$ cat config.mk
export PLATFORM = sky130hd
export DESIGN_NAME = spi_boot_master
export DESIGN_NICKNAME = d
export VERILOG_FILES = /design/src/rtl/spi_boot_master.sv
export SDC_FILE = /design/constraint.sdc
export NUM_CORES = 1
export LEC_CHECK = 0
export BUFFER_PORTS_ARGS = -buffer_cell sky130_fd_sc_hd__buf_2
export CAP_MARGIN = 10
export CORE_MARGIN = 2
export CORE_UTILIZATION = 62
export CTS_BUF_LIST = sky130_fd_sc_hd__clkbuf_8
export DETAILED_ROUTE_END_ITERATION = 8
export PLACE_DENSITY = 0.94
export SLEW_MARGIN = 20
export SYNTH_ARGS = -nofsm -noshare
export SYNTH_HDL_FRONTEND = slang
export SYNTH_SLANG_ARGS = --single-unit
$ cat constraint.sdc
create_clock -name CLK -period 4.3 [get_ports CLK]
set_clock_uncertainty 0.05 [all_clocks]
set_input_delay 0.215 -clock CLK [delete_from_list [all_inputs] [get_ports CLK]]
set_output_delay 0.215 -clock CLK [all_outputs]
set_load 0.01 [all_outputs]
$ cat src/rtl/spi_boot_master.sv
// APB-programmable SPI mode-0 master that feeds {addr, data} frames to the bootloader slave port.
// Address auto-increments per frame; writes stall while a frame or its trailing gap is active.
module spi_boot_master #(
    parameter int unsigned CLK_DIV = 4,
    parameter int unsigned GAP_CYC = 8
) (
    input  logic        CLK,
    input  logic        RST,
    input  logic        PSel,
    input  logic        PEnable,
    input  logic        PWrite,
    input  logic [15:0] PAddress,
    input  logic [15:0] PWData,
    output logic [15:0] PRData,
    output logic        PReady,
    output logic        PSLERR,
    output logic        SCLK,
    output logic        MOSI,
    input  logic        MISO,
    output logic        PROG,
    output logic        BRSTn,
    output logic        BUSY
);

    localparam int unsigned GW = (GAP_CYC > 1) ? $clog2(GAP_CYC) : 1;

    typedef enum logic [1:0] {IDLE, SHIFT_LO, SHIFT_HI, GAP} state_e;

    state_e         state_q;
    logic [7:0]     addr_q;
    logic [15:0]    data_q;
    logic [1:0]     ctrl_q;
    logic [15:0]    rx_q;
    logic [15:0]    rxShift_q;
    logic [23:0]    shift_q;
    logic [4:0]     bitCnt_q;
    logic [7:0]     divCnt_q;
    logic [GW-1:0]  gapCnt_q;
    logic           sclk_q;
    logic           mosi_q;
    logic           busy_q;

    logic access;
    logic addrErr;
    logic wrCommit;

    assign access   = PSel & PEnable;
    assign addrErr  = |PAddress[15:2];
    // Any valid write is held off until the frame and its gap have finished.
    assign wrCommit = access & PWrite & ~addrErr & ~busy_q;
    assign PReady   = ~(access & PWrite & ~addrErr & busy_q);
    assign PSLERR   = access & addrErr;

    always_comb begin
        PRData = '0;
        if (access && !PWrite && !addrErr) begin
            case (PAddress[1:0])
                2'd0:    PRData = {8'h00, addr_q};
                2'd1:    PRData = data_q;
                2'd2:    PRData = {7'b0, busy_q, 6'b0, ctrl_q};
                default: PRData = rx_q;
            endcase
        end
    end

    assign SCLK  = sclk_q;
    assign MOSI  = mosi_q;
    assign PROG  = ctrl_q[0];
    assign BRSTn = ~ctrl_q[1];
    assign BUSY  = busy_q;

    always_ff @(posedge CLK or negedge RST) begin
        if (!RST) begin
            state_q   <= IDLE;
            addr_q    <= '0;
            data_q    <= '0;
            ctrl_q    <= '0;
            rx_q      <= '0;
            rxShift_q <= '0;
            shift_q   <= '0;
            bitCnt_q  <= '0;
            divCnt_q  <= '0;
            gapCnt_q  <= '0;
            sclk_q    <= 1'b0;
            mosi_q    <= 1'b0;
            busy_q    <= 1'b0;
        end else begin
            if (wrCommit) begin
                case (PAddress[1:0])
                    2'd0:    addr_q <= PWData[7:0];
                    2'd1:    data_q <= PWData;
                    2'd2:    ctrl_q <= PWData[1:0];
                    default: ;
                endcase
            end

            case (state_q)
                IDLE: begin
                    if (wrCommit && PAddress[1:0] == 2'd1) begin
                        shift_q  <= {addr_q, PWData};
                        mosi_q   <= addr_q[7];
                        busy_q   <= 1'b1;
                        divCnt_q <= '0;
                        bitCnt_q <= 5'd23;
                        state_q  <= SHIFT_LO;
                    end
                end
                SHIFT_LO: begin
                    if (divCnt_q == 8'(CLK_DIV - 1)) begin
                        divCnt_q  <= '0;
                        sclk_q    <= 1'b1;
                        rxShift_q <= {rxShift_q[14:0], MISO};
                        state_q   <= SHIFT_HI;
                    end else begin
                        divCnt_q <= divCnt_q + 8'd1;
                    end
                end
                SHIFT_HI: begin
                    if (divCnt_q == 8'(CLK_DIV - 1)) begin
                        divCnt_q <= '0;
                        sclk_q   <= 1'b0;
                        if (bitCnt_q == 5'd0) begin
                            mosi_q   <= 1'b0;
                            rx_q     <= rxShift_q;
                            addr_q   <= addr_q + 8'd1;
                            gapCnt_q <= '0;
                            state_q  <= GAP;
                        end else begin
                            // Next bit goes out on the same edge SCLK falls.
                            shift_q  <= {shift_q[22:0], 1'b0};
                            mosi_q   <= shift_q[22];
                            bitCnt_q <= bitCnt_q - 5'd1;
                            state_q  <= SHIFT_LO;
                        end
                    end else begin
                        divCnt_q <= divCnt_q + 8'd1;
                    end
                end
                GAP: begin
                    if (gapCnt_q == GW'(GAP_CYC - 1)) begin
                        busy_q  <= 1'b0;
                        state_q <= IDLE;
                    end else begin
                        gapCnt_q <= gapCnt_q + 1'b1;
                    end
                end
                default: state_q <= IDLE;
            endcase
        end
    end

endmodule

**Word level (Yosys, flattened, before mapping)**

Index checks and enable logic that the tools add are counted.

- Register bits after elaboration: 102
- Input port bits: 38
- Output and inout port bits: 23
- Word-level logic and storage cells: 105

- $add $sub $neg: 4
- Equal/unequal tests: 14
- Mux-type cells: 38
- Bitwise operators: 10
- Reduce and logical (&&, ||, !) cells: 26

Operators with widths:

| cell | count |
|---|---|
| $mux W23 | 3 |
| $mux W8 | 7 |
| $pmux W16 S3 | 1 |
| $pmux W23 S2 | 1 |
| $add A8 B1 Y8 const B | 2 |
| $mux W16 | 1 |
| $pmux W8 S2 | 1 |
| $mux W5 | 3 |
| $ne A2 B2 Y1 const B | 7 |
| $reduce_or A14 Y1 | 1 |
| $reduce_and A3 Y1 | 4 |
| $reduce_and A4 Y1 | 3 |
| $mux W2 | 5 |
| $pmux W5 S2 | 1 |
| $reduce_bool A2 Y1 | 5 |
| $mux W3 | 3 |
| $eq A8 B2 Y1 const B | 1 |
| $pmux W2 S4 | 1 |
| $reduce_and A2 Y1 | 4 |
| $mux W1 | 7 |
| $and A1 B1 Y1 | 6 |
| $eq A2 B2 Y1 const B | 3 |
| $pmux W1 S2 | 3 |
| $pmux W3 S2 | 1 |
| 10 further kinds | 18 |

**Depth between registers and ports, before layout**

Gate-level depths: netlist of run 1.

- Word-level depth: 8
- Depth in mapped cells: 9
- Gate-level depth less buffers: 7

**Worst setup path after synthesis of run 1**

No wires, ideal clock.

- Path kind: flip-flop to flip-flop
- From: register bitCnt_q[0]
- To: register rx_q[12]
- Data arrival time: 1854 ps
- Slack: 2272 ps
- Stages on the path, launching flop included: 8
- Path buffers: 2
- Period minus slack after synthesis: 2028 ps
- Path through: dfrtp_1 inv_1 ha_1 nor4b_1 and4_1 buf_2 buf_2 mux2_2

- Word-level cells in the longest chain between the ends: 2

RTL lines:

| item | line | RTL |
|---|---|---|
| start, declared | 36 | `logic [4:0] bitCnt_q;` |
| start signal, assigned | 132 | `bitCnt_q <= bitCnt_q - 5'd1;` |
| $logic_not A5 Y1 | 122 | `if (bitCnt_q == 5'd0) begin` |
| $reduce_and A3 Y1 (no source line) | - |  |
| end signal, assigned | 124 | `rx_q <= rxShift_q;` |
| end, declared | 33 | `logic [15:0] rx_q;` |

No other way between the ends.
A chain may end at the register's enable or synchronous reset.

**Worst setup path after layout of run 1**

- From: register state_q[0]
- To: register rx_q[8]

- Word-level cells in the longest chain between the ends: 2

RTL lines:

| item | line | RTL |
|---|---|---|
| start, declared | 29 | `state_e state_q;` |
| start signal, assigned | 74 | `state_q <= IDLE;` |
| start signal, assigned | 105 | `state_q <= SHIFT_LO;` |
| start signal, assigned | 113 | `state_q <= SHIFT_HI;` |
| $eq A2 B2 Y1 | 97 | `case (state_q)` |
| $reduce_and A3 Y1 (no source line) | - |  |

No other way between the ends.

==> summary.txt, run 1 <==
Floorplanning
  • Initial Util: 64.36%
  • Die area: 9330 sq um
  • Core Footprint: 8258 sq um
  • Ports: 61
  • Die height: 96.59 microns
  • Die Wd: 96.59 microns
  • Row count: 33

Cells and area
  • Final Util: 70.44%
  • Commonest non-fill, non-tap cell in the layout: dfrtp_1
  • Layout cells sized above 1: 26.39%
  • Nets: 582
  • Highest-count cells in the layout ignoring fill and taps: 102 x dfrtp_1, 59 x buf_2, 41 x mux2_2
  • Area grow syn2layout: 9.440%
  • N_diodes: 0

Setup path
  • Crit path depth: 5
  • Worst reg2reg setup slack: 1.42 ns
  • Delay-heaviest family, CP: simple AND/OR/NAND/NOR gates
  • R2r startpoint: state_q[0]
  • Critical path cell sequence: inv_1 -> ha_2 -> buf_4 -> and4_1 -> mux2_2
  • Slowest-stage cell, CP: and4_1
  • CP Class: flip-flop to flip-flop
  • Critical Path Start Type: flip-flop
  • R2r worst-path depth: 5
  • CP Buf/Inv Count: 2
  • CP required: 4.51 ns
  • Crit-path max cell delay: 1.00 ns
  • Crit-path max FO: 35
  • CP arrival: 3.09 ns
  • Reg-to-reg endpoint: rx_q[8]
  • Crit. End Element: flip-flop

Synth
  • Post-synthesis instance total: 484
  • Synth Net Count: 532
  • Async SR Flop Fraction: 100.0%
  • Post-synth EDFFs: 0
  • Seq/Total Area, Yosys: 48.02%
  • Syn. warnings: 0
  • Mapped Area: 5315 sq um
  • Yosys reg bits: 102
  • Predominant post-synthesis flop cell: dfrtp_1
  • Distinct cells, synth: 65
  • Post-Syn Area per Cell: 10.98 sq um

Clocking
  • CTS Buf Count: 9
  • Clock Path Buffers: 2
  • Hold-fix buffers, CTS: 1
  • CTS root buf: clkbuf_8
  • Clk sink count: 102
  • Worst skew pair latency: 0.38 ns
  • Postcts setup bufs: 0
  • CTS tree: done
  • Post-CTS Resized: 0
  • CTS clk-pin slew, worst paths: 0.11 ns
  • H-tree depth: 3

Run
  • Max_cap viols: 0

Power
  • Leakage: 0.002674 uW
  • PD cells: 472.4 nW/um^2
  • VDD IR-drop max: 0.2284 mV
  • Total power: 2748 uW

Place
  • Port Buf Inserts: 60
  • Dpl hpwl: 8625 microns
  • Routability cong.: 0.8723

Detailed routing
  • DRT Wirelength: 12,410 microns
  • Via density: 6.554
  • Drt pass-1 iters: 6
  • 1st-iter DRT viols: 355
  • Wirelength per Cell: 19.30 microns
  • DRC viols: 0
  • Post-route ant nets: 0
  • DR vias: 4,214

STA
  • Pins Over Slew Limit: 0
  • Worst-margin pin slew: 1.075 ns
  • Slew margin rel.: 28.31%
  • Achievable clock frequency: 347.3 MHz
  • Min Tclk post-route: 2.879 ns
  • Fin crit share: 66.96%
  • Fin. Hold Viols: 0
  • RSZ-0062 raised after global routing: no
  • Final hold slack: 0.01106 ns
  • Final TNS setup: 0 ns
  • Final setup vio count: 0

Min path
  • Hold depth: 2
  • Hold Path End: data_q[11]
  • Hold crit path type: primary input to flip-flop
  • HP Start: PWData[11]

Global routing
  • Initial antenna violation count: 0
  • Global-route wire length before repair: 19,980 microns
  • Global-route usage over all layers: 28.22%
  • Total grt overflow: 0
  • Largest net degree at the start of global routing: 72
  • Vias in the first global route: 4,000

Run status
  • Outcome: completed
registers in the layout, indices dropped and copies added (netlist names):
register / flops
rxShift_q: 16
gapCnt_q: 3
bitCnt_q: 5
rx_q: 16
shift_q: 23
SCLK: 1
addr_q: 8
state_q: 2
data_q: 16
ctrl_q: 2
divCnt_q: 8
BUSY: 1
MOSI: 1
kinds of logic after synthesis:
group                    synth area share, %
AND/OR/NAND/NOR                        13.70
AO/OA/AOI/OAI                          12.83
flip-flops                             48.02
multiplexers                           19.19
buffers and inverters                  3.907
adder cells (fa/ha/maj)                2.354
worst register-to-register path: cells and delay by family, from the launching register on:
kind                     cells  cell delay, ns
adder cells (fa/ha/maj)      1            0.26
buffers and inverters        2            0.58
flip-flops                   1            0.42
multiplexers                 1            0.44
AND/OR/NAND/NOR              1            1.01
worst max-delay path by stage:
stage	from	end
floorplan	bitCnt_q[0]	rx_q[12]
global placement	state_q[0]	rx_q[9]
detailed placement	state_q[0]	rx_q[14]
CTS	state_q[0]	rx_q[2]
global route	state_q[0]	addr_q[6]
finish	state_q[0]	rx_q[8]
synth_stat cells (2+ instances only):
library cell,n,share of area [%]
nor4b_1,2,0.33
inv_1,17,1.2
nor2b_1,3,0.35
mux2_2,41,8.7
nor3_1,4,0.38
or2_2,2,0.24
mux2i_1,40,7.5
and4_1,2,0.33
a221o_1,2,0.38
buf_6,5,1.1
nor4_1,3,0.35
and2_1,3,0.35
o21ai_0,37,3.5
buf_1,2,0.14
a31oi_4,2,0.80
a21oi_1,13,1.2
nor4_2,3,0.71
and3_1,8,0.94
o21ai_1,18,1.7
nand4b_1,2,0.33
dfrtp_1,102,48
a31oi_1,7,0.82
mux4_2,2,0.85
nand2b_1,3,0.35
ha_1,10,2.4
a2bb2oi_1,2,0.33
o22ai_1,2,0.24
clkbuf_1,12,0.85
or4_1,4,0.56
buf_4,2,0.28
o21ai_2,4,0.66
nand2_1,27,1.9
nand3_1,19,1.8
buf_2,3,0.28
or3_1,2,0.24
mux2_1,10,2.1
o31ai_1,3,0.42
nor2_1,34,2.4
layer usage:
layer / vias to the layer above / global-route usage, % / part of all wire, %
met1: 2093 / 38.61 / 41
met5: - / 0 / 0
met2: 225 / 45.95 / 50
li1: 1859 / - / -
met3: 37 / 4.112 / 6.6
met4: 0 / 11.03 / 2.5
area by class of cell:
cell class              count  area (sq um)
well taps                 105         131.4
inverters                  17         63.81
repair buffers             64         335.3
flip-flops and latches    102          2552
multi-input cells         340          2557
clock buffers               9         123.9
fillers                   565          2441
clock inverters             6         52.55
stage by stage:
| step | instance area, sq um | setup WS (ns) | instances |
|---|---|---|---|
| floorplan | 5315 | 2.272 | 484 |
| global placement | 5630 | 1.601 | 627 |
| detailed placement | 5630 | 1.479 | 627 |
| CTS | 5817 | 1.480 | 643 |
| global route | 5817 | 1.235 | 643 |
| finish | 5817 | 1.421 | 643 |
report_power, final:
| group | internal, uW | total [uW] | switching (uW) |
|---|---|---|---|
| clock network | 217 | 574 | 357 |
| logic | 342 | 892 | 550 |
| registers | 1130 | 1280 | 156 |
Note: power is estimated with default switching activity, not from simulation.
==> run 2: changes to the inputs <==
--- a/config.mk
+++ b/config.mk
@@ -5,13 +5,14 @@
 export SDC_FILE = /design/constraint.sdc
 export NUM_CORES = 1
 export LEC_CHECK = 0
+export ABC_AREA = 1
 export BUFFER_PORTS_ARGS = -buffer_cell sky130_fd_sc_hd__buf_2
 export CAP_MARGIN = 10
 export CORE_MARGIN = 2
-export CORE_UTILIZATION = 62
+export CORE_UTILIZATION = 55
 export CTS_BUF_LIST = sky130_fd_sc_hd__clkbuf_8
 export DETAILED_ROUTE_END_ITERATION = 8
-export PLACE_DENSITY = 0.94
+export PLACE_DENSITY = 0.89
 export SLEW_MARGIN = 20
 export SYNTH_ARGS = -nofsm -noshare
 export SYNTH_HDL_FRONTEND = slang
==> constraint.sdc (replaced) <==
create_clock -name CLK -period 2.45 [get_ports CLK]
set_clock_uncertainty 0.05 [all_clocks]
set_input_delay 0.1225 -clock CLK [delete_from_list [all_inputs] [get_ports CLK]]
set_output_delay 0.1225 -clock CLK [all_outputs]
set_load 0.01 [all_outputs]
==> run 2 against run 1 <==
  * Hold slack improved by 0.0020 ns
  * Core utilization decreased by 6.6 points
  * Clock power increased by 92%
  * Power increased by 87%
  * Register-to-register slack got worse by 1.1 ns
  * Highest routed layer unchanged
  * Setup slack got worse by 1.1 ns
  * Design area increased by 5.8%
  * First-iteration DRC count increased by 28%
  * Largest cell class is now registers
  * Count of clock-buffer cells in the layout increased by 1
  * Non-clock buffer count increased by 26
  * Largest power group unchanged
==> summary.txt, run 2 <==
STA
  • Worst-margin pin slew: 0.5569 ns
  • Pins Over Slew Limit: 0
  • Achievable clock frequency: 460.8 MHz
  • RSZ-0062 raised after global routing: no
  • Min Tclk post-route: 2.170 ns
  • Fin. Hold Viols: 0
  • Slew margin rel.: 62.73%
  • Fin crit share: 88.57%
  • Final WS setup: 0.2800 ns
  • Final setup vio count: 0
  • Final TNS setup: 0 ns

Clocking
  • H-tree depth: 3
  • Postcts setup bufs: 0
  • Worst skew pair latency: 0.38 ns
  • Hold-fix buffers, CTS: 15
  • CTS tree: done
  • CTS clk-pin slew, worst paths: 0.10 ns
  • CTS root buf: clkbuf_8
  • CTS Buf Count: 9
  • Clk sink count: 102
  • Clock Path Buffers: 2
  • Post-CTS Resized: 0

Synth
  • Yosys reg bits: 102
  • Area share of the largest cell type after synthesis: 47.60%
  • Post-Syn Area per Cell: 7.469 sq um
  • Seq/Total Area, Yosys: 47.60%
  • Distinct cells, synth: 32
  • Post-synth top cells: 299 x nand2_1, 102 x dfrtp_1, 66 x o21ai_0, 57 x inv_1, 31 x nand4_1
  • Syn. warnings: 0
  • Mapped Area: 5363 sq um
  • Async SR Flop Fraction: 100.0%
  • Synth Net Count: 766
  • Post-synth EDFFs: 0
  • Predominant post-synthesis flop cell: dfrtp_1
  • Top-count cell post-synth: nand2_1
  • Post-synthesis instance total: 718
  • Largest cells by area after synthesis: dfrtp_1 48%, nand2_1 21%, o21ai_0 6.2%
  • Top cell type by total area after synthesis: dfrtp_1

Setup path
  • Crit-path max FO: 27
  • Slowest-stage cell, CP: dfrtp_1
  • R2r worst-path depth: 10
  • R2r startpoint: divCnt_q[0]
  • Critical path cell sequence: ha_1 -> nand2_1 -> nor3_1 -> and2_2 -> inv_1 -> nor2_1 -> nand2_2 -> buf_12 -> o21ai_0 -> inv_1
  • CP arrival: 2.39 ns
  • Delay-heaviest family, CP: simple AND/OR/NAND/NOR gates
  • Reg-to-reg endpoint: addr_q[1]
  • Crit. End Element: flip-flop
  • Critical Path Start Type: flip-flop
  • Crit-path max cell delay: 0.40 ns
  • CP required: 2.67 ns
  • CP Buf/Inv Count: 3
  • Worst reg2reg setup slack: 0.28 ns
  • Crit-path most repeated cell: inv_1
  • CP Class: flip-flop to flip-flop

Power
  • Leakage: 0.003135 uW
  • VDD IR-drop max: 0.5648 mV
  • Total power: 5151 uW
  • PD cells: 837.1 nW/um^2

Detailed routing
  • Drt pass-1 iters: 6
  • DR WL met2: 6237 microns
  • Met1 WL: 5485 microns
  • Highest metal used: met4
  • Via density: 5.271
  • 1st-iter DRT viols: 454
  • Post-route ant nets: 0
  • Wirelength per Cell: 13.89 microns
  • DR vias: 4,870
  • DR WL met3: 650 microns
  • DRC viols: 0
  • DRT Wirelength: 12,830 microns

Global routing
  • Initial antenna violation count: 0
  • Global-route wire length before repair: 21,490 microns
  • Largest net degree at the start of global routing: 45
  • Total grt overflow: 0
  • Vias in the first global route: 4,581
  • Global-route usage over all layers: 26.06%

Floorplanning
  • Row count: 36
  • Initial Util: 55.63%
  • Ports: 61
  • Die area: 10,560 sq um
  • Die Wd: 102.7 microns
  • Core Footprint: 9639 sq um
  • Die height: 102.7 microns

Place
  • Routability cong.: 0.8823
  • Placed insts: 893
  • Port Buf Inserts: 60
  • Post-place instance area: 5804 sq um
  • Setup WS pre-CTS: 0.3510 ns
  • Dpl hpwl: 8868 microns

Cells and area
  • N_diodes: 0
  • Non-filler instance count after layout: 924
  • Area grow syn2layout: 14.75%
  • Layout cells sized above 1: 13.65%
  • Number of flip-flops in the largest register: 23
  • Commonest non-fill, non-tap cell in the layout: nand2_1
  • Highest-count cells in the layout ignoring fill and taps: 299 x nand2_1, 102 x dfrtp_1, 66 x o21ai_0
  • Nets: 834
  • Design Area, Final: 6153 sq um
  • Top reg by flops: shift_q

Run status
  • Outcome: completed

Run
  • Max_cap viols: 0

Min path
  • Hold depth: 3
  • Hold crit path type: primary input to flip-flop
  • Hold Path End: ctrl_q[0]
  • HP Start: PWData[0]
-- run 2: changes by cell type after synthesis, moves of 11 or more --
cell and change:
nand3_1 +11, nand2_1 +272, mux2_2 -41, nand4_1 +30, o21ai_0 +29, mux2i_1 -40
o21ai_1 -12, inv_1 +40
-- run 2: routing by layer --
| metal | GRT usage, % | up-vias |
|---|---|---|
| li1 | - | 2427 |
| met3 | 4.542 | 36 |
| met1 | 34.91 | 2260 |
| met4 | 11.74 | 0 |
| met5 | 0 | - |
| met2 | 41.88 | 147 |
-- run 2: layout make-up --
| type | instances | area, sq um |
|---|---|---|
| Inverter | 60 | 225.2 |
| Timing Repair Buffer | 90 | 590.6 |
| Sequential cell | 102 | 2552 |
| Clock buffer | 10 | 137.6 |
| Clock inverter | 6 | 61.31 |
| Multi-Input combinational cell | 523 | 2420 |
| Tap cell | 133 | 166.4 |
| Fill cell | 843 | 3486 |
-- run 2: through the flow --
stage / hold slack, ns / util [%]
floorplan: -0.2231 / -
global placement: 0.09370 / 60.22
detailed placement: 0.09196 / 60.22
CTS: 0.01422 / 63.84
global route: 0.01307 / 63.84
finish: 0.01309 / 63.84
-- run 2: worst max path at each step --
stage | start | end | slack, ns | depth (start not counted)
after floorplan | state_q[0] | bitCnt_q[4] | 0.61 | 10
after global placement | PAddress[15] | shift_q[9] | 0.42 | 10
after detailed placement | divCnt_q[0] | addr_q[1] | 0.35 | 10
after CTS | divCnt_q[0] | addr_q[1] | 0.31 | 10
after global routing | divCnt_q[0] | addr_q[1] | 0.08 | 10
final | divCnt_q[0] | addr_q[1] | 0.28 | 10
-- run 2: worst register-to-register path, cell delays in order, from the launching register on --
cell and delay, ns:
dfrtp_1 0.40, ha_1 0.20, nand2_1 0.06, nor3_1 0.11
and2_2 0.22, inv_1 0.08, nor2_1 0.16, nand2_2 0.26
buf_12 0.26, o21ai_0 0.20, inv_1 0.07
-- run 2: cells by family (layout without fill, tap and decap cells) --
family          count (synthesis)  after routing  share of synthesized area, %
compound gates                 92             92                         8.866
xor+xnor                        8              8                         1.307
fa+ha+maj                      10             10                         2.333
buf+inv                        93            166                         7.279
flops                         102            102                         47.60
simple gates                  413            413                         32.62
-- run 2: where the power goes --
part	internal, uW	switching, uW
combinational	597	1260
clock	499	600
sequential	1990	203
